<file path="src/rtl/bounce_generator.sv">
// bounce_generator: contact-bounce emulator, the inverse of a debouncer.
// After every level change on clean_i it emits a pseudo-random burst of toggles on
// bounced_o for BOUNCE_CYCLES cycles, then settles to the new level.
//
// Ports:
//   clock          system clock
//   resetn         synchronous active-low reset
//   enable_i       1 = bounce emulation on, 0 = registered bypass
//   clean_i        clean level to emulate
//   bounced_o      emulated bouncy contact signal
//   busy_o         high while a bounce window is active
//   glitch_count_o saturating count of transitions made inside bounce windows
//                  (present only when BOUNCE_GEN_GLITCH_COUNT_EN is defined)
//
// Optional feature macro: BOUNCE_GEN_GLITCH_COUNT_EN
module bounce_generator #(
   parameter int unsigned BOUNCE_CYCLES = 5000,
   parameter int unsigned MIN_HOLD      = 8,
   parameter int unsigned HOLD_BITS     = 6,
   parameter logic [15:0] SEED          = 16'hACE1
) (
   input  logic        clock,
   input  logic        resetn,
   input  logic        enable_i,
   input  logic        clean_i,
   output logic        bounced_o,
   output logic        busy_o
`ifdef BOUNCE_GEN_GLITCH_COUNT_EN
   ,
   output logic [15:0] glitch_count_o
`endif
);

   localparam int unsigned WinW  = $clog2(BOUNCE_CYCLES);
   localparam int unsigned HoldW = HOLD_BITS + $clog2(MIN_HOLD + 1);

   localparam logic [WinW-1:0]  WinLoad = WinW'(BOUNCE_CYCLES - 1);
   localparam logic [WinW-1:0]  WinOne  = WinW'(1);
   localparam logic [HoldW-1:0] HoldMin = HoldW'(MIN_HOLD);
   localparam logic [HoldW-1:0] HoldOne = HoldW'(1);
   // An all-zero seed would lock the LFSR up.
   localparam logic [15:0]      SeedEff = (SEED == 16'h0000) ? 16'hACE1 : SEED;

   typedef enum logic [0:0] {StIdle, StBounce} state_e;

   state_e           state_q, state_d;
   logic             level_q, level_d;
   logic             target_q, target_d;
   logic             bounced_q, bounced_d;
   logic [WinW-1:0]  win_cnt_q, win_cnt_d;
   logic [HoldW-1:0] hold_cnt_q, hold_cnt_d;
   logic [15:0]      lfsr_q, lfsr_d;
   logic [HoldW-1:0] hold_load;

   // Galois LFSR, x^16+x^14+x^13+x^11+1; free-running whenever out of reset.
   assign lfsr_d    = {1'b0, lfsr_q[15:1]} ^ (lfsr_q[0] ? 16'hB400 : 16'h0000);
   assign hold_load = HoldMin + HoldW'(lfsr_q[HOLD_BITS-1:0]);

   // State register
   always_ff @(posedge clock) begin
      if (!resetn) begin
         state_q    <= StIdle;
         level_q    <= 1'b0;
         target_q   <= 1'b0;
         bounced_q  <= 1'b0;
         win_cnt_q  <= '0;
         hold_cnt_q <= '0;
         lfsr_q     <= SeedEff;
      end else begin
         state_q    <= state_d;
         level_q    <= level_d;
         target_q   <= target_d;
         bounced_q  <= bounced_d;
         win_cnt_q  <= win_cnt_d;
         hold_cnt_q <= hold_cnt_d;
         lfsr_q     <= lfsr_d;
      end
   end

   // Next-state logic
   always_comb begin
      state_d    = state_q;
      level_d    = level_q;
      target_d   = target_q;
      bounced_d  = bounced_q;
      win_cnt_d  = win_cnt_q;
      hold_cnt_d = hold_cnt_q;
      unique case (state_q)
         StIdle: begin
            if (!enable_i) begin
               bounced_d = clean_i;
               level_d   = clean_i;
            end else if (clean_i != level_q) begin
               target_d   = clean_i;
               bounced_d  = clean_i;
               win_cnt_d  = WinLoad;
               hold_cnt_d = hold_load;
               state_d    = StBounce;
            end
         end
         StBounce: begin
            if (!enable_i) begin
               bounced_d = clean_i;
               level_d   = clean_i;
               state_d   = StIdle;
            end else if (clean_i != target_q) begin
               // Reversal restarts the whole window towards the new level.
               target_d   = clean_i;
               win_cnt_d  = WinLoad;
               hold_cnt_d = hold_load;
               bounced_d  = ~bounced_q;
            end else if (win_cnt_q == '0) begin
               // Forced settle regardless of toggle parity.
               bounced_d = target_q;
               level_d   = target_q;
               state_d   = StIdle;
            end else begin
               win_cnt_d = win_cnt_q - WinOne;
               if (hold_cnt_q == '0) begin
                  bounced_d  = ~bounced_q;
                  hold_cnt_d = hold_load;
               end else begin
                  hold_cnt_d = hold_cnt_q - HoldOne;
               end
            end
         end
         default: state_d = StIdle;
      endcase
   end

   // Outputs, all straight from registers
   always_comb begin
      busy_o    = (state_q == StBounce);
      bounced_o = bounced_q;
   end

`ifdef BOUNCE_GEN_GLITCH_COUNT_EN
   logic [15:0] glitch_q, glitch_d;

   // Counts any output change made in a window, including entry and the final settle.
   always_comb begin
      glitch_d = glitch_q;
      if ((state_q == StBounce || state_d == StBounce) && (bounced_d != bounced_q) &&
          (glitch_q != 16'hFFFF)) begin
         glitch_d = glitch_q + 16'd1;
      end
   end

   always_ff @(posedge clock) begin
      if (!resetn) begin
         glitch_q <= 16'h0000;
      end else begin
         glitch_q <= glitch_d;
      end
   end

   assign glitch_count_o = glitch_q;
`endif

endmodule

</file>
<file path="config.mk">
export PLATFORM = sky130hd
export DESIGN_NAME = bounce_generator
export DESIGN_NICKNAME = d
export VERILOG_FILES = /design/src/rtl/bounce_generator.sv
export SDC_FILE = /design/constraint.sdc
export NUM_CORES = 1
export LEC_CHECK = 0
export ABC_CLOCK_PERIOD_IN_PS = 2980
export CELL_PAD_IN_SITES_DETAIL_PLACEMENT = 0
export CELL_PAD_IN_SITES_GLOBAL_PLACEMENT = 2
export CORE_MARGIN = 1
export CORE_UTILIZATION = 38
export DETAILED_ROUTE_END_ITERATION = 6
export PLACE_DENSITY = 0.88
export RECOVER_POWER = 50
export SLEW_MARGIN = 20
export SYNTH_ARGS = -nofsm -noshare
export SYNTH_HDL_FRONTEND = slang
export SYNTH_SLANG_ARGS = --single-unit
</file>
<file path="constraint.sdc">
create_clock -name clock -period 2.98 [get_ports clock]
set_input_delay 0.745 -clock clock [delete_from_list [all_inputs] [get_ports clock]]
set_output_delay 0.745 -clock clock [all_outputs]
set_load 0.01 [all_outputs]
</file>
Word-level counts from Yosys, hierarchy flattened
Index checks and enable logic that the tools add are counted.
{"block": "word_totals", "reg_bits": 43, "input_bits": 4, "out_inout_bits": 2, "word_cells": 67}
{"block": "classes", "n_addsub": 3, "n_eq_ne": 12, "mux": 36, "bitwise": 3, "reduce_logical": 6}
{"op": "$mux W13", "n": 5}
{"op": "$mux W10", "n": 6}
{"op": "$pmux W13 S2", "n": 1}
{"op": "$pmux W10 S2", "n": 1}
{"op": "$mux W1", "n": 18}
{"op": "$mux W16", "n": 1}
{"op": "$xor A15 B16 Y16", "n": 1}
{"op": "$logic_not A13 Y1", "n": 1}
{"op": "$sub A13 B1 Y13 const B", "n": 1}
{"op": "$logic_not A10 Y1", "n": 1}
{"op": "$sub A10 B1 Y10 const B", "n": 1}
{"op": "$ne A3 B3 Y1 const B", "n": 3}
{"op": "$ne A2 B2 Y1 const B", "n": 4}
{"op": "$pmux W1 S2", "n": 4}
{"op": "$reduce_and A4 Y1", "n": 2}
{"op": "$add A4 B6 Y7 const A", "n": 1}
{"op": "$ne A5 B2 Y1 const B", "n": 1}
{"op": "$ne A3 B2 Y1 const B", "n": 1}
{"op": "$reduce_and A3 Y1", "n": 1}
{"op": "$ne A1 B1 Y1", "n": 2}
{"op": "$ne A2 B1 Y1 const B", "n": 1}
{"op": "$not A1 Y1", "n": 2}
{"op": "$reduce_and A2 Y1", "n": 1}

Logic depth before layout (Yosys ltp)
{"block": "logic_depth", "word_depth": 6, "ltp_mapped": 8, "ltp_nobuf": 7}

Worst setup path before layout
OpenSTA, ideal clock, no wires.
{"block": "synth_timing", "kind": "input-to-reg", "from": "input port clean_i", "to": "register hold_cnt_q[4]", "setup_ns": 0.117, "arrival_time_ns": 2.110, "t_required_ns": 2.863, "slack_ns": 0.753, "path_stages": 7, "path_buffers": 3, "cell_sequence": "buf_2 > xnor2_1 > and2_1 > clkbuf_1 > clkbuf_1 > a21oi_1 > a32o_1"}
{"block": "synth_via", "elab_chain_len": 4, "word_cells_on_any_way": 8, "classes_between": "eq/ne: 4; mux: 3; reduce/logical: 1"}
{"element": "start: declaration", "line": "25", "source": "input logic clean_i,"}
{"element": "$ne A1 B1 Y1", "line": "106", "source": "end else if (clean_i != target_q) begin"}
{"element": "$mux W10", "line": "106"}
{"element": "$mux W10", "line": "102", "source": "if (!enable_i) begin"}
{"element": "$pmux W10 S2", "line": "88", "source": "unique case (state_q)"}
{"element": "end signal: assignment", "line": "75", "source": "hold_cnt_q <= hold_cnt_d;"}
{"element": "end: declaration", "line": "51", "source": "logic [HoldW-1:0] hold_cnt_q, hold_cnt_d;"}
Parallel ways exist; a longest one is shown, timed or not. The select of a mux whose other input is x is not followed.
A chain may end at the register's enable or synchronous reset.

Worst setup path in the final report
{"block": "layout_timing", "from": "input port clean_i", "to": "register hold_cnt_q[2]"}
The elaborated chain is that of the path after synthesis.

==> results.sh <==
export IMPL_status="finished clean"
export IMPL_cts_buffer_depth=2
export IMPL_finalCritPeriodShare_pct=85.5
export IMPL_fin_area_sq_mm=0.00232
export IMPL_grt_max_degree=28
export IMPL_startpoint_type="primary input"
export IMPL_cp_arrival_ns=2.74
export IMPL_cp_max_fo=10
export IMPL_critical_path_max_stage_delay_ns=0.61
export IMPL_r2r_start="hold_cnt_q[0]$_SDFFE_PN0P_"
export IMPL_numCtsBuffers=5
export IMPL_grt_pass1_vias=1431
export IMPL_drt_total_wl_mm=4.14
export IMPL_die_area_sq_mm=0.00569
export IMPL_hp_start="lfsr_q[8]$_SDFF_PN0_"
export IMPL_drive_gt1_share_pct=10.1
export IMPL_fin_ws_ns=0.433
export IMPL_peakVddDrop_mv=0.344
export IMPL_wl_per_cell_microns=13.4
export IMPL_gp_congestion=0.782
export IMPL_place_area_sq_mm=0.00222
export IMPL_max_cap_violations=0
export IMPL_place_ws_ns=0.347
export IMPL_powerDensity_mw_per_mm2=643
export IMPL_r2r_cells=6
export IMPL_r2r_end="hold_cnt_q[8]$_SDFFE_PN0P_"
export IMPL_post_dp_hpwl_mm=2.86
export IMPL_vias_per_cell=5.24
export IMPL_crit_family="buffers and inverters"
export IMPL_first_pass_iters=4
export IMPL_multiInputGateArea_sq_mm=0.00111
export IMPL_syn_area_per_cell_sq_um=9.07
export IMPL_async_reset_ff_share_pct=0
export IMPL_clk_pin_slew_ns=0.09
export IMPL_ctsResizeCount=0
export IMPL_remaining_drc_errors=0
export IMPL_clk_latency_ns=0.29
export IMPL_htreeDepth=2
export IMPL_fin_tns_setup_ns=0
export IMPL_synth_cells=226
export IMPL_synthDistinctLibCells=44
export IMPL_reg2reg_slack_ns=0.58
export IMPL_final_common_cell="dfxtp_1"
export IMPL_post_route_min_period_ns=2.55
export IMPL_leakage_nw=0.865
export IMPL_hold_path_class="register to register"
export IMPL_fp_coreArea_sq_mm=0.00514
export IMPL_num_antenna_cells=0
export IMPL_whs_ns=0.413
export IMPL_min_path_cells=1
export IMPL_seq_area_sq_um=861
export IMPL_total_power_mw=1.49
export IMPL_yosysWarnings=0
export IMPL_layout_cells_non_filler=308
export IMPL_area_delta_synth_final_pct=13.4
export IMPL_syn_area_sq_mm=0.00205
export IMPL_finalClockSkew_ns=0.00352
export IMPL_layout_common_cells="dfxtp_1, nor2_1, a21oi_1"
export IMPL_antenna_found_initial=0
export IMPL_drv_slew=0
export IMPL_critical_path_buf_inv_count=2
export IMPL_cp_slowest_cell="dlygate4sd3_1"
export IMPL_ant_nets=0
export IMPL_fin_nets=245
export IMPL_io_buffers=5
export IMPL_synth_edff_count=0
export IMPL_place_inst=300
export IMPL_fin_util_pct=45.2
export IMPL_hold_end="lfsr_q[7]$_SDFF_PN1_"
export IMPL_grt_pass1_wl_mm=7.01
export IMPL_initial_core_util_pct=39.9
export IMPL_nFillCells=527
export IMPL_synth_top_cell_area_share_pct=42.0
export IMPL_die_h_microns=75.4
export IMPL_setup_viol=0
export IMPL_end_kind="register"
export IMPL_timing_critical_path_cells="dlygate4sd3_1, xor2_1, o21ai_0, clkbuf_1, a21o_1, nor2_1, a32o_1"
export IMPL_row_count=26
export IMPL_max_slew_margin_pct=36.0
export IMPL_finalHoldViolCount=0
export IMPL_synth_top_cell_by_area="dfxtp_1"
export IMPL_cts_root_buf="clkbuf_8"
export IMPL_hold_buffers=0
export IMPL_die_w_microns=75.4
export IMPL_cts_setup_buffers=0
export IMPL_synth_area_leaders="dfxtp_1, xnor2_1, a21oi_1"
export IMPL_cts_tree="yes"
export IMPL_vias=1614
export IMPL_io_pins=6
export IMPL_ys_flop_type="dfxtp_1"
export IMPL_cts_num_sinks=43
export IMPL_seq_area_frac_synth_pct=42.0
export IMPL_drt_iter0_drc=122
export IMPL_syn_num_nets=234
export IMPL_grt_total_usage_pct=16.2
export IMPL_tightest_slew_ns=0.960
export IMPL_ys_ff_latch=43
export IMPL_critPathKind="primary input to register"
export IMPL_grt_remaining_overflow=0
export IMPL_worstPathRequired_ns=3.17
export IMPL_rsz0062_at_grt="false"
export IMPL_fmax_mhz=393
-- cell usage after synthesis (2+ instances only) --
library cell / number
dfxtp_1: 43
a21oi_1: 19
nor2_1: 19
xnor2_1: 18
nand2_1: 14
and2_1: 9
clkbuf_1: 9
nand2b_1: 9
a211oi_1: 7
inv_1: 7
nor4_1: 6
o21ai_0: 6
a32o_1: 5
nor3_1: 5
or4_1: 5
ha_1: 4
mux2i_1: 3
nor4b_1: 3
or2_2: 3
or3_1: 3
a21o_1: 2
a311oi_1: 2
buf_2: 2
o211ai_1: 2
xor2_1: 2
-- state kept, by name, summed over array words and instances (netlist names) --
signal,flops
win_cnt_q,13
lfsr_q,16
hold_cnt_q,10
target_q,1
bounced_o,1
busy_o,1
level_q,1
-- worst max path at each step --
stage	slack [ns]	from	end	cells after the start
after global placement	0.37	clean_i	win_cnt_q[11]$_SDFFE_PN0P_	7
after global routing	0.32	clean_i	hold_cnt_q[2]$_SDFFE_PN0P_	7
after detailed placement	0.35	clean_i	win_cnt_q[11]$_SDFFE_PN0P_	7
after CTS	0.58	hold_cnt_q[0]$_SDFFE_PN0P_	hold_cnt_q[8]$_SDFFE_PN0P_	6
after floorplan	0.75	clean_i	hold_cnt_q[4]$_SDFFE_PN0P_	7
final	0.43	clean_i	hold_cnt_q[2]$_SDFFE_PN0P_	7
-- metal layers --
| metal | track usage (%) | up-vias | wire length (microns) |
|---|---|---|---|
| met3 | 3.97 | 6 | 120 |
| met2 | 23.7 | 19 | 1770 |
| met5 | 0 | - | 0 |
| met1 | 23.8 | 753 | 2200 |
| met4 | 3.70 | 0 | 45 |
| li1 | - | 836 | - |
-- cells by family (layout without fill, tap and decap cells) --
logic type | count (synthesis) | in the layout | share of synthesized area [%]
AO/OA/AOI/OAI | 53 | 53 | 18.1
XOR/XNOR | 20 | 20 | 8.55
adder cells (fa/ha/maj) | 4 | 4 | 2.44
buffers and inverters | 19 | 31 | 3.79
flip-flops | 43 | 43 | 42.0
multiplexers | 3 | 3 | 1.47
AND/OR/NAND/NOR | 84 | 84 | 23.7
-- area by class of cell --
cell class,count,area share (%)
clock inverter,3,2.05
sequential,43,37.0
timing repair buffer,16,5.22
tap,70,3.77
multi-input combinational,164,47.8
clock buffer,5,2.96
inverter,7,1.13
-- where the power goes --
part	internal (mW)	switching (mW)	leakage (nW)	total, mW
Clock	0.254	0.216	0.0587	0.470
Sequential	0.627	0.0474	0.355	0.674
Combinational	0.163	0.186	0.451	0.349
-- worst reg2reg max path, delay by kind of cell, from the launching register on --
kind            cells  cell delay [ns]
flops               1             0.35
compound gates      1             0.45
simple gates        3             1.20
fa+ha+maj           1             0.19
buf+inv             1             0.08
Note: power is estimated with default switching activity, not from simulation.
